$ cat config.mk
export PLATFORM = sky130hd
export DESIGN_NAME = rx_cmd_ctrl
export DESIGN_NICKNAME = d
export VERILOG_FILES = /design/src/rtl/crem_pkg.sv /design/src/rtl/frame_timer.sv /design/src/rtl/rx_cmd_ctrl.sv
export SDC_FILE = /design/constraint.sdc
export NUM_CORES = 1
export LEC_CHECK = 0
export CORE_MARGIN = 5
export CORE_UTILIZATION = 55
export DETAILED_ROUTE_END_ITERATION = 8
export PLACE_DENSITY = 0.94
export SYNTH_ARGS = -nofsm -noshare
export SYNTH_HDL_FRONTEND = slang
export SYNTH_SLANG_ARGS = --single-unit
$ cat constraint.sdc
create_clock -name clk -period 3.3 [get_ports clk]
set_clock_uncertainty 0.15 [all_clocks]
set_input_delay 0.495 -clock clk [delete_from_list [all_inputs] [get_ports clk]]
set_output_delay 0.495 -clock clk [all_outputs]
set_load 0.005 [all_outputs]
$ cat src/rtl/crem_pkg.sv
// Shared constants for the command receiver: opcodes, FSM state encoding and
// the fixed register-file addresses used by the two-operand ALU command.
package crem_pkg;

    localparam logic [7:0] OPC_WRITE = 8'hAA;
    localparam logic [7:0] OPC_READ  = 8'hBB;
    localparam logic [7:0] OPC_OPER  = 8'hCC;
    localparam logic [7:0] OPC_ALU   = 8'hDD;

    localparam logic [2:0] ST_IDLE    = 3'd0;
    localparam logic [2:0] ST_WR_ADDR = 3'd1;
    localparam logic [2:0] ST_WR_DATA = 3'd2;
    localparam logic [2:0] ST_RD_ADDR = 3'd3;
    localparam logic [2:0] ST_OP_A    = 3'd4;
    localparam logic [2:0] ST_OP_B    = 3'd5;
    localparam logic [2:0] ST_ALU_FUN = 3'd6;
    localparam logic [2:0] ST_ISSUE   = 3'd7;

    localparam int ADDR_OP_A = 0;
    localparam int ADDR_OP_B = 1;

    // Unknown opcodes map to ST_IDLE, which the FSM treats as a decode error.
    function automatic logic [2:0] opcode_next(input logic [7:0] opc);
        case (opc)
            OPC_WRITE: return ST_WR_ADDR;
            OPC_READ:  return ST_RD_ADDR;
            OPC_OPER:  return ST_OP_A;
            OPC_ALU:   return ST_ALU_FUN;
            default:   return ST_IDLE;
        endcase
    endfunction

endpackage

$ cat src/rtl/frame_timer.sv
// Inter-byte idle counter: clears on request, saturates at TIMEOUT_CYC-1 and
// flags done while saturated.
module frame_timer #(
    parameter int TIMEOUT_CYC = 4096
) (
    input  logic clk,
    input  logic rst,
    input  logic clr,
    output logic done
);

    localparam int               CNT_W   = (TIMEOUT_CYC > 2) ? $clog2(TIMEOUT_CYC) : 1;
    localparam logic [CNT_W-1:0] CNT_MAX = CNT_W'(TIMEOUT_CYC - 1);

    logic [CNT_W-1:0] cnt_q, cnt_d;

    // NOTE: every always_comb output gets a default first, so no path can infer a latch.
    always_comb begin
        cnt_d = cnt_q;
        if (clr) begin
            cnt_d = '0;
        end else if (cnt_q != CNT_MAX) begin
            cnt_d = cnt_q + CNT_W'(1);
        end
    end

    // NOTE: flops update with non-blocking assignments only; reset is asynchronous, active low.
    always_ff @(posedge clk or negedge rst) begin
        if (!rst) begin
            cnt_q <= '0;
        end else begin
            cnt_q <= cnt_d;
        end
    end

    assign done = (cnt_q == CNT_MAX);

endmodule

$ cat src/rtl/rx_cmd_ctrl.sv
// Byte-stream command decoder: turns UART bytes into register-file writes and
// reads and ALU execute strobes, with an inter-byte timeout.
module rx_cmd_ctrl
    import crem_pkg::*;
#(
    parameter int ADDR_W      = 4,
    parameter int TIMEOUT_CYC = 4096
) (
    input  logic              clk,
    input  logic              rst,
    input  logic [7:0]        rx_data,
    input  logic              rx_valid,
    input  logic              tx_busy,
    output logic              rf_wr_en,
    output logic              rf_rd_en,
    output logic [ADDR_W-1:0] rf_addr,
    output logic [7:0]        rf_wr_data,
    output logic              alu_en,
    output logic [3:0]        alu_fun,
    output logic              clk_gate_en,
    output logic              cmd_err
);

    logic [2:0]        state_q, state_d;
    logic              issue_alu_q, issue_alu_d;
    logic              rf_wr_en_q, rf_wr_en_d;
    logic              rf_rd_en_q, rf_rd_en_d;
    logic [ADDR_W-1:0] rf_addr_q, rf_addr_d;
    logic [7:0]        rf_wr_data_q, rf_wr_data_d;
    logic              alu_en_q, alu_en_d;
    logic [3:0]        alu_fun_q, alu_fun_d;
    logic              clk_gate_en_q, clk_gate_en_d;
    logic              cmd_err_q, cmd_err_d;

    logic timer_clr, timer_done, timeout;

    assign timer_clr = rx_valid || (state_q == ST_IDLE);

    frame_timer #(.TIMEOUT_CYC(TIMEOUT_CYC)) u_frame_timer (
        .clk  (clk),
        .rst  (rst),
        .clr  (timer_clr),
        .done (timer_done)
    );

    // A byte arriving on the timeout cycle wins; ISSUE waits on tx_busy indefinitely.
    assign timeout = timer_done && !rx_valid && (state_q != ST_IDLE) && (state_q != ST_ISSUE);

    always_comb begin
        state_d      = state_q;
        issue_alu_d  = issue_alu_q;
        rf_wr_en_d   = 1'b0;
        rf_rd_en_d   = 1'b0;
        alu_en_d     = 1'b0;
        cmd_err_d    = 1'b0;
        rf_addr_d    = rf_addr_q;
        rf_wr_data_d = rf_wr_data_q;
        alu_fun_d    = alu_fun_q;

        case (state_q)
            ST_IDLE: if (rx_valid) begin
                state_d   = opcode_next(rx_data);
                cmd_err_d = (state_d == ST_IDLE);
            end
            ST_WR_ADDR: if (rx_valid) begin
                rf_addr_d = rx_data[ADDR_W-1:0];
                state_d   = ST_WR_DATA;
            end
            ST_WR_DATA: if (rx_valid) begin
                rf_wr_data_d = rx_data;
                rf_wr_en_d   = 1'b1;
                state_d      = ST_IDLE;
            end
            ST_RD_ADDR: if (rx_valid) begin
                rf_addr_d   = rx_data[ADDR_W-1:0];
                issue_alu_d = 1'b0;
                state_d     = ST_ISSUE;
            end
            ST_OP_A: if (rx_valid) begin
                rf_addr_d    = ADDR_W'(ADDR_OP_A);
                rf_wr_data_d = rx_data;
                rf_wr_en_d   = 1'b1;
                state_d      = ST_OP_B;
            end
            ST_OP_B: if (rx_valid) begin
                rf_addr_d    = ADDR_W'(ADDR_OP_B);
                rf_wr_data_d = rx_data;
                rf_wr_en_d   = 1'b1;
                state_d      = ST_ALU_FUN;
            end
            ST_ALU_FUN: if (rx_valid) begin
                alu_fun_d   = rx_data[3:0];
                issue_alu_d = 1'b1;
                state_d     = ST_ISSUE;
            end
            ST_ISSUE: begin
                cmd_err_d = rx_valid;
                if (!tx_busy) begin
                    alu_en_d   = issue_alu_q;
                    rf_rd_en_d = !issue_alu_q;
                    state_d    = ST_IDLE;
                end
            end
            default: state_d = ST_IDLE;
        endcase

        if (timeout) begin
            state_d   = ST_IDLE;
            cmd_err_d = 1'b1;
        end

        // The gate covers the whole ALU frame, the alu_en cycle and the one after it.
        clk_gate_en_d = (state_d == ST_OP_A) || (state_d == ST_OP_B) || (state_d == ST_ALU_FUN)
                     || ((state_d == ST_ISSUE) && issue_alu_d) || alu_en_d || alu_en_q;
    end

    always_ff @(posedge clk or negedge rst) begin
        if (!rst) begin
            state_q       <= ST_IDLE;
            issue_alu_q   <= 1'b0;
            rf_wr_en_q    <= 1'b0;
            rf_rd_en_q    <= 1'b0;
            rf_addr_q     <= '0;
            rf_wr_data_q  <= '0;
            alu_en_q      <= 1'b0;
            alu_fun_q     <= '0;
            clk_gate_en_q <= 1'b0;
            cmd_err_q     <= 1'b0;
        end else begin
            state_q       <= state_d;
            issue_alu_q   <= issue_alu_d;
            rf_wr_en_q    <= rf_wr_en_d;
            rf_rd_en_q    <= rf_rd_en_d;
            rf_addr_q     <= rf_addr_d;
            rf_wr_data_q  <= rf_wr_data_d;
            alu_en_q      <= alu_en_d;
            alu_fun_q     <= alu_fun_d;
            clk_gate_en_q <= clk_gate_en_d;
            cmd_err_q     <= cmd_err_d;
        end
    end

    assign rf_wr_en    = rf_wr_en_q;
    assign rf_rd_en    = rf_rd_en_q;
    assign rf_addr     = rf_addr_q;
    assign rf_wr_data  = rf_wr_data_q;
    assign alu_en      = alu_en_q;
    assign alu_fun     = alu_fun_q;
    assign clk_gate_en = clk_gate_en_q;
    assign cmd_err     = cmd_err_q;

endmodule

; ---- Word-level counts from Yosys, hierarchy flattened
; Index checks and enable logic that the tools add are counted.
[totals]
ram_bits = 0
memories = 0
in_bits = 12
out_inout_bits = 21
rom_bits = 0
latchBits = 0
regBits = 37
[classes]
mux = 30
reduce_logical = 23
order_cmp = 0
n_div = 0
add_sub_neg = 1
bitwise_logic = 0
n_shift = 0
multipliers = 0
n_eq_ne = 21
[ops]
columns = cell, n
row1 = $eq 8x8->1 const B, 4
row2 = $mux 3, 10
row3 = $eq 3x3->1 const B, 8
row4 = $mux 12, 2
row5 = $pmux 3 s7, 1
row6 = $add 12x1->12 const B, 1
row7 = $eq 12x12->1 const B, 1
row8 = $mux 4, 3
row9 = $ne 12x12->1 const B, 1
row10 = $pmux 3 s4, 1
row11 = $pmux 4 s3, 1
row12 = $mux 1, 10
row13 = $eq 3x2->1 const B, 2
row14 = $logic_not 3->1, 2
row15 = $logic_or 1x1->1, 6
row16 = $reduce_bool 3->1, 2
row17 = $logic_and 1x1->1, 4
row18 = $ne 2x2->1 const B, 2
row19 = $pmux 1 s2, 2
row20 = $reduce_and 2->1, 2
row21 = $reduce_and 4->1, 1
row22 = $reduce_or 2->1, 2
row23 = $eq 3x1->1 const B, 1
row24 = $ne 3x3->1 const B, 1
row25 = 4 further kinds, 5

; ---- Logic depth before layout (Yosys ltp)
[depth]
ltp_word = 13
mapped_depth = 6
mapped_depth_nobuf = 6

; ---- By module
; From an unflattened synthesis, not the netlist that was laid out.
[unflattened]
cells_unflattened = 179
area_unflattened_um2 = 1885.6
[modules_own_cells]
columns = mod, seq_area_each_um2, n_inst, area_per_inst_um2, cells_each
row1 = rx_cmd_ctrl, 625.6, 1, 1221.2, 110
row2 = frame_timer, 300.3, 1, 664.4, 69

; ---- Worst setup path after synthesis
; OpenSTA, ideal clock, no wires.
[synth_timing]
kind = flip-flop to flip-flop
from = register u_frame_timer.cnt_q[0]
to = register u_frame_timer.cnt_q[7]
setup_slack_ns = 1.624
stages_incl_launch_ff = 7
required_ns = 3.023
n_path_buf = 0
arrival_ns = 1.399
cell_sequence = dfrtp_1 ha_1 nand4_1 nor3_4 nand4b_1 xor2_1 nor2_1
[synth_between]
elab_chain_len = 3
[synth_lines]
columns = element, line_no
row1 = from (decl), frame_timer.sv:15  ; logic [CNT_W-1:0] cnt_q, cnt_d;
row2 = from (signal assigned), frame_timer.sv:32  ; cnt_q <= cnt_d;
row3 = $add 12x1->12, frame_timer.sv:23  ; cnt_d = cnt_q + CNT_W'(1);
row4 = $mux 12, frame_timer.sv:22  ; end else if (cnt_q != CNT_MAX) begin
row5 = $mux 12, frame_timer.sv:20  ; if (clr) begin
; Parallel ways exist; a longest one is shown, timed or not. The select of a mux whose other input is x is not followed.
; A chain may end at the register's enable or synchronous reset.

; ---- Worst setup path after layout
[layout_timing]
from = input rx_valid
to = register alu_fun_q[3] (netlist: alu_fun[3])
[layout_between]
elab_chain_len = 1
[layout_lines]
columns = element, line_no
row1 = from (decl), rx_cmd_ctrl.sv:12  ; input logic rx_valid,
row2 = $reduce_and 2->1 (no line), --
row3 = to (signal assigned), rx_cmd_ctrl.sv:137  ; alu_fun_q <= alu_fun_d;
row4 = to (decl), rx_cmd_ctrl.sv:31  ; logic [3:0] alu_fun_q, alu_fun_d;
; No other way between the ends.

==> flow_metrics.env <==
export IMPL_outcome="finished, final reports clean"
export IMPL_ff_latch_area_sq_um=925.9
export IMPL_nets=222
export IMPL_power_per_unit_of_standard_cell_area_nw_per_um2=755.9
export IMPL_static_leakage_power_nw=0.9857
export IMPL_cell_types_occupying_the_most_area_after_synthesis="dfrtp_1 (52%), mux2_2 (7.5%), nand2_1 (4.0%)"
export IMPL_tightestPinTransition_ns=0.8121
export IMPL_grt_overflow_total=0
export IMPL_pin_count_of_the_biggest_net_entering_global_routing=38
export IMPL_timing_critical_path_required_ns=3.38
export IMPL_critPathLaunchType="primary input"
export IMPL_chipWidth_um=67.06
export IMPL_num_antenna_cells=0
export IMPL_die_height_um=67.06
export IMPL_arrival_ns=2.16
export IMPL_synth_flop_cell="dfrtp_1"
export IMPL_max_slew_headroom_pct=45.86
export IMPL_post_route_period_util_pct=63.18
export IMPL_dieArea_sq_um=4496
export IMPL_critPathMaxFanout=12
export IMPL_cts_made_buffers=5
export IMPL_synth_top_area_share_pct=51.71
export IMPL_tns_ns=0
export IMPL_async_reset_ff_share_pct=100.0
export IMPL_top_library_cells_by_usage_in_the_layout_fill_and_taps_aside="dfrtp_1 (37), clkdlybuf4s50_1 (31), nand2_1 (19), nor2_1 (18), mux2_2 (12)"
export IMPL_detailed_placement_wirelength_estimate_um=2910
export IMPL_post_detailed_route_count_of_antenna_violating_nets=0
export IMPL_routedWlPerCell_um=15.77
export IMPL_cts_setup_buffers=0
export IMPL_multi_input_area_sq_um=819.5
export IMPL_synth_cell_type_count=38
export IMPL_synth_yosys_seq_area_share_pct=51.71
export IMPL_ios=33
export IMPL_totalPowerFinal_w=0.001658
export IMPL_fillCellCount=227
export IMPL_rsz0062_at_grt="false"
export IMPL_cts_reportedPaths_clkPinSlew_ns=0.10
export IMPL_finalHoldViolCount=0
export IMPL_synth_avg_cell_area_sq_um=10.29
export IMPL_grt_use_total_pct=19.94
export IMPL_synth_nets=187
export IMPL_cts_tree="yes"
export IMPL_dp_cells=246
export IMPL_drv_max_cap_violation_count=0
export IMPL_cts_htree_levels=2
export IMPL_detail_route_drc_violations=0
export IMPL_grt_pass1_wl_um=6665
export IMPL_worst_setup_end_kind="flop"
export IMPL_post_synth_instance_area_sq_um=1790
export IMPL_row_count=20
export IMPL_synthesis_yosys_warnings=0
export IMPL_final_period_minus_worst_setup_slack_ns=2.085
export IMPL_clock_sink_total=37
export IMPL_ir_worst_vdd_mv=0.4594
export IMPL_final_common_cell="dfrtp_1"
export IMPL_hold_removal_path_class="primary input to async pin"
export IMPL_finalMaxSlewViolations=0
export IMPL_place_congestion=0.8198
export IMPL_worst_r2r_path_depth=5
export IMPL_timing_setup_critical_path_class="primary input to flop"
export IMPL_post_cts_hold_buffer_count=0
export IMPL_dr_first_iter_drc_count=190
export IMPL_route_final_wire_length_um=3990
export IMPL_number_of_flops_mapped_to_enable_cells_by_yosys=0
export IMPL_postSynthCellCount=174
export IMPL_port_buffers=32
export IMPL_synth_area_leader_cell="dfrtp_1"
export IMPL_detail_route_first_pass_iterations=4
export IMPL_post_drt_via_cell_ratio=5.731
export IMPL_cts_buffer_depth=2
export IMPL_number_of_instances_resized_during_post_cts_repair=0
export IMPL_vias=1450
export IMPL_initial_core_util_pct=58.17
export IMPL_first_global_vias=1417
export IMPL_floorplan_core_area_sq_um=3078
export IMPL_syn2layout_area_growth_pct=22.50
export IMPL_number_of_non_filler_instances_in_the_completed_layout=253
export IMPL_initial_antenna_violation_count=0
export IMPL_clock_insertion_delay_at_the_later_pin_of_the_skew_report_ns=0.34
export IMPL_cts_root_buffer="clkbuf_4"
export IMPL_share_of_final_layout_standard_cells_stronger_than_drive_strength_1_pct=10.53
export IMPL_report_final_setup_viol=0
export IMPL_max_freq_mhz=479.6
export IMPL_synth_seq_cells=37
==> flip-flops by register name, summed over array words and instances, names as in the netlist, 3 cells and up <==
name and cells:
rf_addr 4, rf_wr_data 8, u_frame_timer.cnt_q 12, alu_fun 4, state_q 3
==> cell type report <==
| type | instances | area share (%) |
|---|---|---|
| clock buffer | 7 | 2.510 |
| sequential | 37 | 42.21 |
| timing repair buffer | 32 | 14.38 |
| inverter | 6 | 1.027 |
| tap | 44 | 2.510 |
| multi-input combinational | 127 | 37.36 |
==> metrics by stage <==
stage | hold slack, ns | cell area (sq um) | setup WS [ns] | util [%]
global placement | 0.3271 | 2138 | 0.9548 | 69.47
detailed placement | 0.3331 | 2138 | 0.8779 | 69.47
global route | 0.1490 | 2193 | 1.112 | 71.26
finish | 0.09269 | 2193 | 1.215 | 71.26
floorplan | 0.04941 | 1790 | 1.624 | -
CTS | 0.09945 | 2193 | 1.241 | 71.26
==> critical path, cell delays in order <==
cell and delay (ns):
clkdlybuf4s50_1 0.69, inv_1 0.17, or3_1 0.49, mux2_2 0.31
==> kinds of logic after synthesis <==
| logic type | Yosys count | share of synthesized area, % |
|---|---|---|
| simple gates | 72 | 21.87 |
| flops | 37 | 51.71 |
| compound gates | 34 | 11.67 |
| mux | 13 | 8.106 |
| buf+inv | 10 | 2.516 |
| xor+xnor | 7 | 3.424 |
| fa+ha+maj | 1 | 0.6987 |
==> where the power goes <==
part           internal, W  switching, W
sequential        0.000602      0.000133
clock             0.000101      0.000138
combinational     0.000396      0.000289
==> metal layers <==
metal	wire [um]	share of wire (%)	global-route usage, %
met3	161	4.0	5.734
met1	1704	43	23.77
met4	68	1.7	5.570
met5	0	0	0
met2	2055	52	34.60
==> synthesized netlist by cell type (2+ instances only) <==
| cell type | number |
|---|---|
| buf_2 | 3 |
| nand4bb_1 | 2 |
| nor2_1 | 18 |
| xnor2_1 | 3 |
| and3_1 | 3 |
| a22oi_1 | 4 |
| a21oi_1 | 9 |
| nor2b_1 | 3 |
| a31oi_1 | 4 |
| inv_1 | 6 |
| and4_1 | 2 |
| mux2_2 | 12 |
| nand2_1 | 19 |
| o21ai_0 | 10 |
| xor2_1 | 4 |
| nand3_1 | 6 |
| nand2b_1 | 3 |
| nor3_1 | 4 |
| dfrtp_1 | 37 |
| nand4_1 | 4 |
==> worst paths after layout <==
| path | from | to | slack [ns] |
|---|---|---|---|
| worst min-delay path | rst | rf_wr_en$_DFF_PN0_ | 0.09 |
| worst max register to register | state_q[0]$_DFF_PN0_ | rf_wr_data[6]$_DFFE_PN0P_ | 1.28 |
| min in group clk | issue_alu_q$_DFF_PN0_ | rf_rd_en$_DFF_PN0_ | 0.35 |
| worst max-delay path | rx_valid | alu_fun[3]$_DFFE_PN0P_ | 1.22 |
| worst min register to register | issue_alu_q$_DFF_PN0_ | rf_rd_en$_DFF_PN0_ | 0.35 |
| max in group asynchronous | rst | rf_addr[2]$_DFFE_PN0P_ | 2.40 |
Note: power is estimated with default switching activity, not from simulation.
